<file path="config.mk">
export PLATFORM = sky130hd
export DESIGN_NAME = output_port_stage_flat
export DESIGN_NICKNAME = d
export VERILOG_FILES = /design/src/rtl/output_port_stage_pkg.sv /design/src/rtl/output_port_stage_if.sv /design/src/rtl/output_port_stage_vc_tracker.sv /design/src/rtl/output_port_stage.sv /design/src/flat_wrapper.sv
export SDC_FILE = /design/constraint.sdc
export NUM_CORES = 1
export LEC_CHECK = 0
export BUFFER_PORTS_ARGS = -buffer_cell sky130_fd_sc_hd__buf_4
export CORE_MARGIN = 8
export CORE_UTILIZATION = 30
export CTS_CLUSTER_DIAMETER = 120
export DETAILED_ROUTE_END_ITERATION = 12
export PLACE_DENSITY = 0.52
export SETUP_SLACK_MARGIN = 0.3
export SLEW_MARGIN = 15
export SYNTH_ARGS = -nofsm -noshare
export SYNTH_HDL_FRONTEND = slang
export SYNTH_SLANG_ARGS = --single-unit
export TNS_END_PERCENT = 100
</file>
<file path="constraint.sdc">
create_clock -name clk -period 2.3 [get_ports clk]
set_input_delay 0.23 -clock clk [delete_from_list [all_inputs] [get_ports clk]]
set_output_delay 0.23 -clock clk [all_outputs]
set_load 0.05 [all_outputs]
</file>
<file path="src/rtl/output_port_stage_pkg.sv">
// Shared types and sizing for the router output-port stage.
package output_port_stage_pkg;

    localparam int VC_NUM    = 4;
    localparam int VC_W      = $clog2(VC_NUM);
    localparam int DATA_W    = 16;
    localparam int OFF_SLACK = 2;

    typedef enum logic [1:0] {HEAD, BODY, TAIL, HEADTAIL} flit_label_t;

    typedef struct packed {
        flit_label_t       label;
        logic [VC_W-1:0]   vc_id;
        logic [DATA_W-1:0] data;
    } flit_t;

    typedef enum logic [1:0] {FREE, RESERVED, ACTIVE} out_vc_state_t;

    // True when more than one bit is set.
    function automatic logic multi_hot(input logic [VC_NUM-1:0] v);
        return (v & (v - 1'b1)) != '0;
    endfunction

endpackage

</file>
<file path="src/rtl/output_port_stage_if.sv">
// Crossbar-side, link-side and allocator-side signals of one output port.
interface output_port_stage_if;
    import output_port_stage_pkg::*;

    flit_t             xb_flit_i;
    logic              xb_valid_i;
    logic [VC_NUM-1:0] on_off_i;
    logic [VC_NUM-1:0] vc_allocatable_i;
    logic [VC_NUM-1:0] va_grant_i;
    flit_t             link_flit_o;
    logic              link_valid_o;
    logic [VC_NUM-1:0] sa_ready_o;
    logic [VC_NUM-1:0] va_available_o;
    logic [VC_NUM-1:0] error_o;

    modport master (
        output xb_flit_i, xb_valid_i, on_off_i, vc_allocatable_i, va_grant_i,
        input  link_flit_o, link_valid_o, sa_ready_o, va_available_o, error_o
    );

    modport slave (
        input  xb_flit_i, xb_valid_i, on_off_i, vc_allocatable_i, va_grant_i,
        output link_flit_o, link_valid_o, sa_ready_o, va_available_o, error_o
    );

endinterface

</file>
<file path="src/rtl/output_port_stage_vc_tracker.sv">
// One downstream VC: FREE/RESERVED/ACTIVE tracking, off-slack counter and sticky error.
module out_vc_tracker
    import output_port_stage_pkg::*;
#(
    parameter int SLACK = OFF_SLACK
) (
    input  logic        clk,
    input  logic        rst_n,
    input  logic        flit_hit_i,
    input  flit_label_t label_i,
    input  logic        grant_i,
    input  logic        multi_grant_i,
    input  logic        on_i,
    input  logic        alloc_i,
    output logic        sa_ready_o,
    output logic        va_available_o,
    output logic        error_o
);

    localparam int               CNT_W   = $clog2(SLACK + 2);
    localparam logic [CNT_W-1:0] CNT_LIM = CNT_W'(SLACK);
    localparam logic [CNT_W-1:0] CNT_MAX = CNT_W'(SLACK + 1);

    out_vc_state_t    state_q, state_d, state_nxt;
    logic [CNT_W-1:0] cnt_q, cnt_d;
    logic             err_q, err_d, ev_err;

    always_ff @(posedge clk or negedge rst_n) begin
        if (!rst_n) begin
            state_q <= FREE;
            cnt_q   <= '0;
            err_q   <= 1'b0;
        end else begin
            state_q <= state_d;
            cnt_q   <= cnt_d;
            err_q   <= err_d;
        end
    end

    always_comb begin
        state_d   = state_q;
        state_nxt = state_q;
        cnt_d     = cnt_q;
        err_d     = err_q;
        ev_err    = 1'b0;

        if (grant_i) begin
            if (multi_grant_i || state_q != FREE) ev_err = 1'b1;
            else                                  state_nxt = RESERVED;
        end

        if (flit_hit_i) begin
            if (!on_i && cnt_q >= CNT_LIM) ev_err = 1'b1;
            case (state_q)
                RESERVED: begin
                    if (label_i == HEAD)          state_nxt = ACTIVE;
                    else if (label_i == HEADTAIL) state_nxt = FREE;
                    else                          ev_err = 1'b1;
                end
                ACTIVE: begin
                    if (label_i == TAIL)          state_nxt = FREE;
                    else if (label_i != BODY)     ev_err = 1'b1;
                end
                default: ev_err = 1'b1;
            endcase
        end

        // An offending event leaves the state where it was; an errored VC is frozen.
        if (ev_err)      err_d   = 1'b1;
        else if (!err_q) state_d = state_nxt;

        if (on_i)                            cnt_d = '0;
        else if (flit_hit_i && cnt_q != CNT_MAX) cnt_d = cnt_q + 1'b1;
    end

    assign va_available_o = (state_q == FREE) & alloc_i & ~err_q;
    assign sa_ready_o     = on_i & (state_q != FREE) & ~err_q;
    assign error_o        = err_q;

endmodule

</file>
<file path="src/rtl/output_port_stage.sv">
// Output port stage: link register, downstream status capture and per-VC trackers.
module output_port_stage
    import output_port_stage_pkg::*;
(
    input  logic                clk,
    input  logic                rst_n,
    output_port_stage_if.slave  port
);

    logic [VC_NUM-1:0] on_q, alloc_q;
    flit_t             link_flit_q;
    logic              link_valid_q;
    logic [VC_NUM-1:0] flit_hit, sa_ready, va_avail, err;
    logic              multi_grant;

    always_ff @(posedge clk or negedge rst_n) begin
        if (!rst_n) begin
            on_q         <= '0;
            alloc_q      <= '0;
            link_flit_q  <= '0;
            link_valid_q <= 1'b0;
        end else begin
            on_q         <= port.on_off_i;
            alloc_q      <= port.vc_allocatable_i;
            link_valid_q <= port.xb_valid_i;
            if (port.xb_valid_i) link_flit_q <= port.xb_flit_i;
        end
    end

    assign multi_grant = multi_hot(port.va_grant_i);

    for (genvar v = 0; v < VC_NUM; v++) begin : g_vc
        assign flit_hit[v] = port.xb_valid_i && (port.xb_flit_i.vc_id == VC_W'(v));

        out_vc_tracker #(.SLACK(OFF_SLACK)) u_trk (
            .clk            (clk),
            .rst_n          (rst_n),
            .flit_hit_i     (flit_hit[v]),
            .label_i        (port.xb_flit_i.label),
            .grant_i        (port.va_grant_i[v]),
            .multi_grant_i  (multi_grant),
            .on_i           (on_q[v]),
            .alloc_i        (alloc_q[v]),
            .sa_ready_o     (sa_ready[v]),
            .va_available_o (va_avail[v]),
            .error_o        (err[v])
        );
    end

    assign port.link_flit_o    = link_flit_q;
    assign port.link_valid_o   = link_valid_q;
    assign port.sa_ready_o     = sa_ready;
    assign port.va_available_o = va_avail;
    assign port.error_o        = err;

endmodule

</file>
<file path="src/flat_wrapper.sv">
// flat-port wrapper written by rule: the top's interface ports become plain ports
module output_port_stage_flat import output_port_stage_pkg::*;
  (clk, rst_n, port_xb_flit_i, port_xb_valid_i, port_on_off_i, port_vc_allocatable_i, port_va_grant_i, port_link_flit_o, port_link_valid_o, port_sa_ready_o, port_va_available_o, port_error_o);
  output_port_stage_if port_i ();
  input  logic clk;
  input  logic rst_n;
  input wire logic [$bits(port_i.xb_flit_i)-1:0] port_xb_flit_i;
  input wire logic [$bits(port_i.xb_valid_i)-1:0] port_xb_valid_i;
  input wire logic [$bits(port_i.on_off_i)-1:0] port_on_off_i;
  input wire logic [$bits(port_i.vc_allocatable_i)-1:0] port_vc_allocatable_i;
  input wire logic [$bits(port_i.va_grant_i)-1:0] port_va_grant_i;
  output wire logic [$bits(port_i.link_flit_o)-1:0] port_link_flit_o;
  output wire logic [$bits(port_i.link_valid_o)-1:0] port_link_valid_o;
  output wire logic [$bits(port_i.sa_ready_o)-1:0] port_sa_ready_o;
  output wire logic [$bits(port_i.va_available_o)-1:0] port_va_available_o;
  output wire logic [$bits(port_i.error_o)-1:0] port_error_o;
  assign port_i.xb_flit_i = port_xb_flit_i;
  assign port_i.xb_valid_i = port_xb_valid_i;
  assign port_i.on_off_i = port_on_off_i;
  assign port_i.vc_allocatable_i = port_vc_allocatable_i;
  assign port_i.va_grant_i = port_va_grant_i;
  assign port_link_flit_o = port_i.link_flit_o;
  assign port_link_valid_o = port_i.link_valid_o;
  assign port_sa_ready_o = port_i.sa_ready_o;
  assign port_va_available_o = port_i.va_available_o;
  assign port_error_o = port_i.error_o;
  output_port_stage u_core (.clk(clk), .rst_n(rst_n), .port(port_i));
endmodule
</file>
# Word level (Yosys, flattened, before mapping)
# Index checks and enable logic that the tools add are counted.
dict set report word_totals {
  reg_bits 49
  in_bits 35
  word_cells 181
  output_inout_bits 33
}
dict set report op_classes {
  bitwise_logic 25
  n_addsub 5
  n_reduce_logical 39
  muxes 72
  magnitude_cmp 4
  n_eq_ne 18
}
# op count
set op_table {}
lappend op_table {{$mux 2} 32}
lappend op_table {{$mux 1} 32}
lappend op_table {{$and 1x1->1} 16}
lappend op_table {{$eq 2x2->1 const B} 8}
lappend op_table {{$pmux 2 s2} 4}
lappend op_table {{$reduce_bool 2->1} 8}
lappend op_table {{$logic_and 1x1->1} 12}
lappend op_table {{$logic_not 2->1} 6}
lappend op_table {{$eq 2x1->1 const B} 5}
lappend op_table {{$add 2x1->2 const B} 4}
lappend op_table {{$ge 2x2->1 const B} 4}
lappend op_table {{$ne 2x2->1 const B} 4}
lappend op_table {{$not 1->1} 8}
lappend op_table {{$pmux 1 s2} 4}
lappend op_table {{$reduce_and 2->1} 4}
lappend op_table {{$and 4x4->4} 1}
lappend op_table {{$logic_not 1->1} 4}
lappend op_table {{$logic_or 1x1->1} 4}
lappend op_table {{$reduce_bool 4->1} 1}
lappend op_table {{$sub 4x1->4 const B} 1}
lappend op_table {{$ne 2x1->1 const B} 1}

# Longest topological paths before layout
dict set report depth {
  word_depth 13
  mapped_depth 7
  mapped_depth_nobuf 7
}

# Modules after synthesis
# A second synthesis with hierarchy kept.
dict set report unflattened {
  cells_unflattened 272
  hier_area_um2 2939.1
}
# mod cells_per_inst seq_area_each_um2 instances area_per_inst_um2
set by_module_without_submodules {}
lappend by_module_without_submodules {{out_vc_tracker at u_core.g_vc[0].u_trk ...} 53 125.1 3 467.9}
lappend by_module_without_submodules {output_port_stage 61 725.7 1 1096.1}
lappend by_module_without_submodules {{out_vc_tracker at u_core.g_vc[2].u_trk} 52 125.1 1 439.2}

# Worst setup path before layout
# Ideal clock, no wire load.
dict set report synth_path {
  kind {flip-flop to flip-flop}
  startpoint {register u_core.g_vc[0].u_trk.state_q[1]}
  endpoint {register u_core.g_vc[0].u_trk.state_q[0]}
  period_less_slack_ns 2.063
  setup_ns 0.126
  setup_slack_ns 0.237
  required_time_ns 2.174
  stages_incl_launch_ff 8
  path_buffers 0
  t_arrival_ns 1.937
  cell_sequence {dfrtp_1 -> inv_1 -> ha_1 -> or4b_4 -> a2bb2oi_2 -> a21oi_1 -> o31a_1 -> o32a_1}
}
dict set report synth_via {
  elab_chain_cells 11
  elab_cells_between_ends 22
  cone_classes {eq/ne: 2; mux: 16; bitwise: 1; reduce/logical: 3}
}
# element line
set synth_rtl {}
lappend synth_rtl {{start: declaration} output_port_stage_vc_tracker.sv:24} ;# out_vc_state_t state_q, state_d, state_nxt;
lappend synth_rtl {{start signal: assignment} output_port_stage_vc_tracker.sv:34} ;# state_q <= state_d;
lappend synth_rtl {{$reduce_bool 2->1} output_port_stage_vc_tracker.sv:48} ;# if (multi_grant_i || state_q != FREE) ev_err = 1'b1;
lappend synth_rtl {{$logic_or 1x1->1} output_port_stage_vc_tracker.sv:48}
lappend synth_rtl {{$mux 1} output_port_stage_vc_tracker.sv:48}
lappend synth_rtl {{$mux 1} output_port_stage_vc_tracker.sv:47} ;# if (grant_i) begin
lappend synth_rtl {{$mux 1} output_port_stage_vc_tracker.sv:53} ;# if (!on_i && cnt_q >= CNT_LIM) ev_err = 1'b1;
lappend synth_rtl {{$mux 1 (on tied branches)} {output_port_stage_vc_tracker.sv:62, output_port_stage_vc_tracker.sv:57}}
lappend synth_rtl {{$mux 1 (on tied branches)} {output_port_stage_vc_tracker.sv:61, output_port_stage_vc_tracker.sv:56}}
lappend synth_rtl {{$pmux 1 s2} output_port_stage_vc_tracker.sv:54} ;# case (state_q)
lappend synth_rtl {{$mux 1} output_port_stage_vc_tracker.sv:52} ;# if (flit_hit_i) begin
lappend synth_rtl {{$not 1->1 (no line)} --}
lappend synth_rtl {{$reduce_and 2->1 (no line)} --}
# Several ways; a longest one is shown, not always the timed one.
# A chain may end at the register's enable or synchronous reset.

# Worst setup path after layout
dict set report layout_path {
  startpoint {register u_core.g_vc[2].u_trk.state_q[1]}
  endpoint {register u_core.g_vc[2].u_trk.state_q[1]}
}
dict set report layout_via {
  elab_chain_cells 11
  elab_cells_between_ends 22
  cone_classes {eq/ne: 2; mux: 16; bitwise: 1; reduce/logical: 3}
}
# element line
set layout_rtl {}
lappend layout_rtl {{start: declaration} output_port_stage_vc_tracker.sv:24}
lappend layout_rtl {{start signal: assignment} output_port_stage_vc_tracker.sv:34}
lappend layout_rtl {{$reduce_bool 2->1} output_port_stage_vc_tracker.sv:48}
lappend layout_rtl {{$logic_or 1x1->1} output_port_stage_vc_tracker.sv:48}
lappend layout_rtl {{$mux 1} output_port_stage_vc_tracker.sv:48}
lappend layout_rtl {{$mux 1} output_port_stage_vc_tracker.sv:47}
lappend layout_rtl {{$mux 1} output_port_stage_vc_tracker.sv:53}
lappend layout_rtl {{$mux 1 (on tied branches)} {output_port_stage_vc_tracker.sv:62, output_port_stage_vc_tracker.sv:57}}
lappend layout_rtl {{$mux 1 (on tied branches)} {output_port_stage_vc_tracker.sv:61, output_port_stage_vc_tracker.sv:56}}
lappend layout_rtl {{$pmux 1 s2} output_port_stage_vc_tracker.sv:54}
lappend layout_rtl {{$mux 1} output_port_stage_vc_tracker.sv:52}
lappend layout_rtl {{$not 1->1 (no line)} --}
lappend layout_rtl {{$reduce_and 2->1 (no line)} --}
# Several ways; a longest one is shown, not always the timed one.

==> impl_results.md <==
* Status: completed
* Post-synthesis net count at 326
* Uppermost layer routed: met4
* Die area at 12700 sq um
* Worst path buffer plus inverter count at 2
* Proportion of synthesized flip-flops having asynchronous set or reset at 1.00
* Clock Root Buffer: sky130_fd_sc_hd__clkbuf_8
* Sequential cell area fraction in the yosys report at 0.435
* TritonCTS clock tree: yes
* Number of unique standard cell types used by synthesis at 47
* Antenna violations before repair at 0
* Number of global-route vias before repair at 2421
* Worst-Margin Slew at 646 ps
* Count of input and output buffers at 67
* Ranking of synthesized cells by area: sky130_fd_sc_hd__dfrtp_1 (44%), sky130_fd_sc_hd__ha_1 (8.9%), sky130_fd_sc_hd__mux2_2 (7.6%)
* Cell types with the highest counts after synthesis: sky130_fd_sc_hd__dfrtp_1 (49), sky130_fd_sc_hd__nor2_1 (26), sky130_fd_sc_hd__ha_1 (20)
* Max-cap violation count at 0
* Placed wire-length estimate at 5050 um
* Total setup violations reported at the end of the flow at 0
* Required arrival time at the worst endpoint at 2470 ps
* Number of remaining DRC errors at 0
* Crit-path cells: inv_2, ha_4, or4b_4, a2bb2oi_4, o211ai_1, buf_4, o211ai_1, o311ai_2
* Maximum net fanout on the critical path at 3
* Post-Route M1 WL at 3230 um
* Worst hold path class: in2reg
* Leak pwr at 1.69 nW
* Row count at 35
* Mean number of vias per cell at 4.94
* NumNets Final at 398
* Clock input transition at the sequential cells of the worst setup and hold paths at 100 ps
* Number of detailed-route iterations in the first pass at 4
* Register-to-register setup slack at 210 ps
* Worst Setup Path Type: reg2reg
* Inserted Diodes at 0
* Cell area after technology mapping at 2820 sq um
* Cell with the largest stage delay on the worst path: sky130_fd_sc_hd__or4b_4
* Count of H-tree levels built during CTS at 2
* Cell family with most CP delay: compound AO/OA/AOI/OAI gates
* Most frequent cell after synthesis: sky130_fd_sc_hd__dfrtp_1
* Global-route total usage across every layer at 0.115
* Floorplan die height at 113 um
* Delay contributed by the slowest stage of the critical path at 500 ps
* Most common cell type on the critical path: sky130_fd_sc_hd__o211ai_1
* Worst-case clock buffer depth at 2
* Most instantiated flip-flop cell in the synthesis netlist: sky130_fd_sc_hd__dfrtp_1
* Count of synthesis-stage warnings from yosys at 0
* Num CTS Buffers at 5
* Area of the core at 9200 sq um
* Clock insertion delay at the later pin of the skew report at 300 ps
* Met2 wirelength from detailed routing at 3570 um
* Count of state elements after synthesis at 49
* DRT iter0 DRCs at 82
* First-pass GRT wire length at 12100 um
* Crit share post-route at 0.910
* Data arrival time of the critical path at 2260 ps
* Avg Synthesized Cell Area at 10.4 sq um
* Final standard cell utilization of the core at 0.405
* Routability congestion estimate at 0.865
* Critical Path Sink Type: flop
* Min setup slack post-route at 208 ps
* Fill cells at 886
* Clock tree sinks at 49
* Worst vdd rail ir drop at 0.000227 V
* Critical path launch point type: flop
* Shortest period the worst path allows at 2090 ps
* Syn Inst Count at 271
* EDFF count, synth at 0
* Normalized max-slew margin at 0.569
* Yosys top cell area share at 0.435
* Highest clock frequency the design can meet at 0.478 GHz
* Die W at 113 um
* GRT Residual Overflow at 0
* Fin area at 3720 sq um
* Via total after detailed routing at 2247
* Aggregate routed wire length at 7180 um
* Met3 wire length at 293 um
* Growth of design area from synthesis to finish at 32.1%
* Number of hold violations in the final report at 0
* Yosys top cell by area: sky130_fd_sc_hd__dfrtp_1
* Post-placement worst setup slack at 144 ps
* I/O pins at 68
* PD cells at 553 nW/um^2
* Total placed instance area at 3360 sq um
* Sum of internal, switching and leakage power at 2.06 mW
* Pin count of the biggest net entering global routing at 50
* Total Negative Setup Slacks at 0 ps
* Maximum clock skew at final layout at 3.94 ps
* Initial core utilization at 0.306
* Routed length per instance at 15.8 um
* Antenna Nets Post-Route at 0
* Fraction of final layout cells with drive strength greater than 1 at 0.404
* Slew Viols, Final at 0
* RSZ-0062 raised after global routing: true
[what timing repair did]
action,CTS,global route
setup endpoints to repair,6,9
hold buffers,1,0
endpoints found under the hold margin,49,0
cloned,0,0
pin swaps,6,7
buffers inserted,10,3
gates resized for setup,12,18
[state kept, by name, summed over array words and instances (netlist names)]
name	cells
u_core.port.link_valid_o	1
u_core.on_q	4
u_core.g_vc.u_trk.cnt_q	8
u_core.g_vc.u_trk.error_o	4
u_core.g_vc.u_trk.state_q	8
u_core.port.link_flit_o	20
u_core.alloc_q	4
[cell type report]
type	instances	area, sq um	area share
timing repair buffer	83	626	0.168
inverter	19	71.3	0.0192
sequential	49	1230	0.329
clock inverter	2	41.3	0.0111
multi-input combinational	185	1540	0.413
tap	111	139	0.0373
clock buffer	6	82.6	0.0222
[through the flow]
step | cells | hold WS [ps]
after floorplan | 271 | -65.6
after global placement | 433 | 309
after detailed placement | 433 | 308
after CTS | 452 | 10.5
after global routing | 455 | 2.00
final | 455 | 23.3
[worst register-to-register path, delay by kind of cell, from the launching register on]
| family | cells | cell delay (ps) |
|---|---|---|
| AO/OA/AOI/OAI | 4 | 630 |
| AND/OR/NAND/NOR | 1 | 500 |
| flip-flops | 1 | 410 |
| adder cells (fa/ha/maj) | 1 | 140 |
| buffers and inverters | 2 | 280 |
[cells by family after synthesis]
| group | count (synthesis) | synth area share |
|---|---|---|
| adder cells (fa/ha/maj) | 20 | 0.0888 |
| multiplexers | 27 | 0.105 |
| AO/OA/AOI/OAI | 53 | 0.131 |
| buffers and inverters | 37 | 0.0662 |
| flip-flops | 49 | 0.435 |
| XOR/XNOR | 5 | 0.0182 |
| AND/OR/NAND/NOR | 80 | 0.155 |
[cell usage in the layout (no fill, tap or decap), types with 6 or more instances in the layout]
| cell | instances |
|---|---|
| sky130_fd_sc_hd__inv_1 | 13 |
| sky130_fd_sc_hd__nor2b_1 | 6 |
| sky130_fd_sc_hd__dfrtp_1 | 49 |
| sky130_fd_sc_hd__a211oi_1 | 6 |
| sky130_fd_sc_hd__a21oi_1 | 9 |
| sky130_fd_sc_hd__nand2_1 | 13 |
| sky130_fd_sc_hd__nor2_1 | 26 |
| sky130_fd_sc_hd__inv_2 | 6 |
| sky130_fd_sc_hd__clkbuf_8 | 6 |
| sky130_fd_sc_hd__buf_4 | 82 |
| sky130_fd_sc_hd__mux2i_1 | 7 |
| sky130_fd_sc_hd__mux2_2 | 19 |
| sky130_fd_sc_hd__o21ai_0 | 8 |
| sky130_fd_sc_hd__ha_1 | 16 |
[path summary, 6_finish.rpt]
path,cells after the start,end,start
worst max-delay path,8,u_core.g_vc[2].u_trk.state_q[1]$_DFFE_PN0P_,u_core.g_vc[2].u_trk.state_q[1]$_DFFE_PN0P_
worst min-delay path,1,u_core.on_q[0]$_DFF_PN0_,port_on_off_i[0]
worst max register to register,8,u_core.g_vc[2].u_trk.state_q[1]$_DFFE_PN0P_,u_core.g_vc[2].u_trk.state_q[1]$_DFFE_PN0P_
worst min register to register,1,u_core.g_vc[1].u_trk.cnt_q[0]$_DFFE_PN0P_,u_core.on_q[1]$_DFF_PN0_
max in group asynchronous,2,u_core.g_vc[1].u_trk.error_o$_DFFE_PN0P_,rst_n
min in group asynchronous,2,u_core.on_q[0]$_DFF_PN0_,rst_n
[metal layers]
layer,vias up,global-route usage
met5,-,0
met4,0,0.0337
met3,7,0.0256
met2,55,0.201
met1,1095,0.137
li1,1090,-
[report_power, final]
| group | leakage (nW) | switching (mW) | total (mW) | internal [mW] |
|---|---|---|---|---|
| registers | 0.579 | 0.0325 | 0.944 | 0.912 |
| clock network | 0.0633 | 0.322 | 0.684 | 0.362 |
| logic | 1.05 | 0.260 | 0.430 | 0.171 |
No activity file was read; power rests on OpenSTA's default activity.
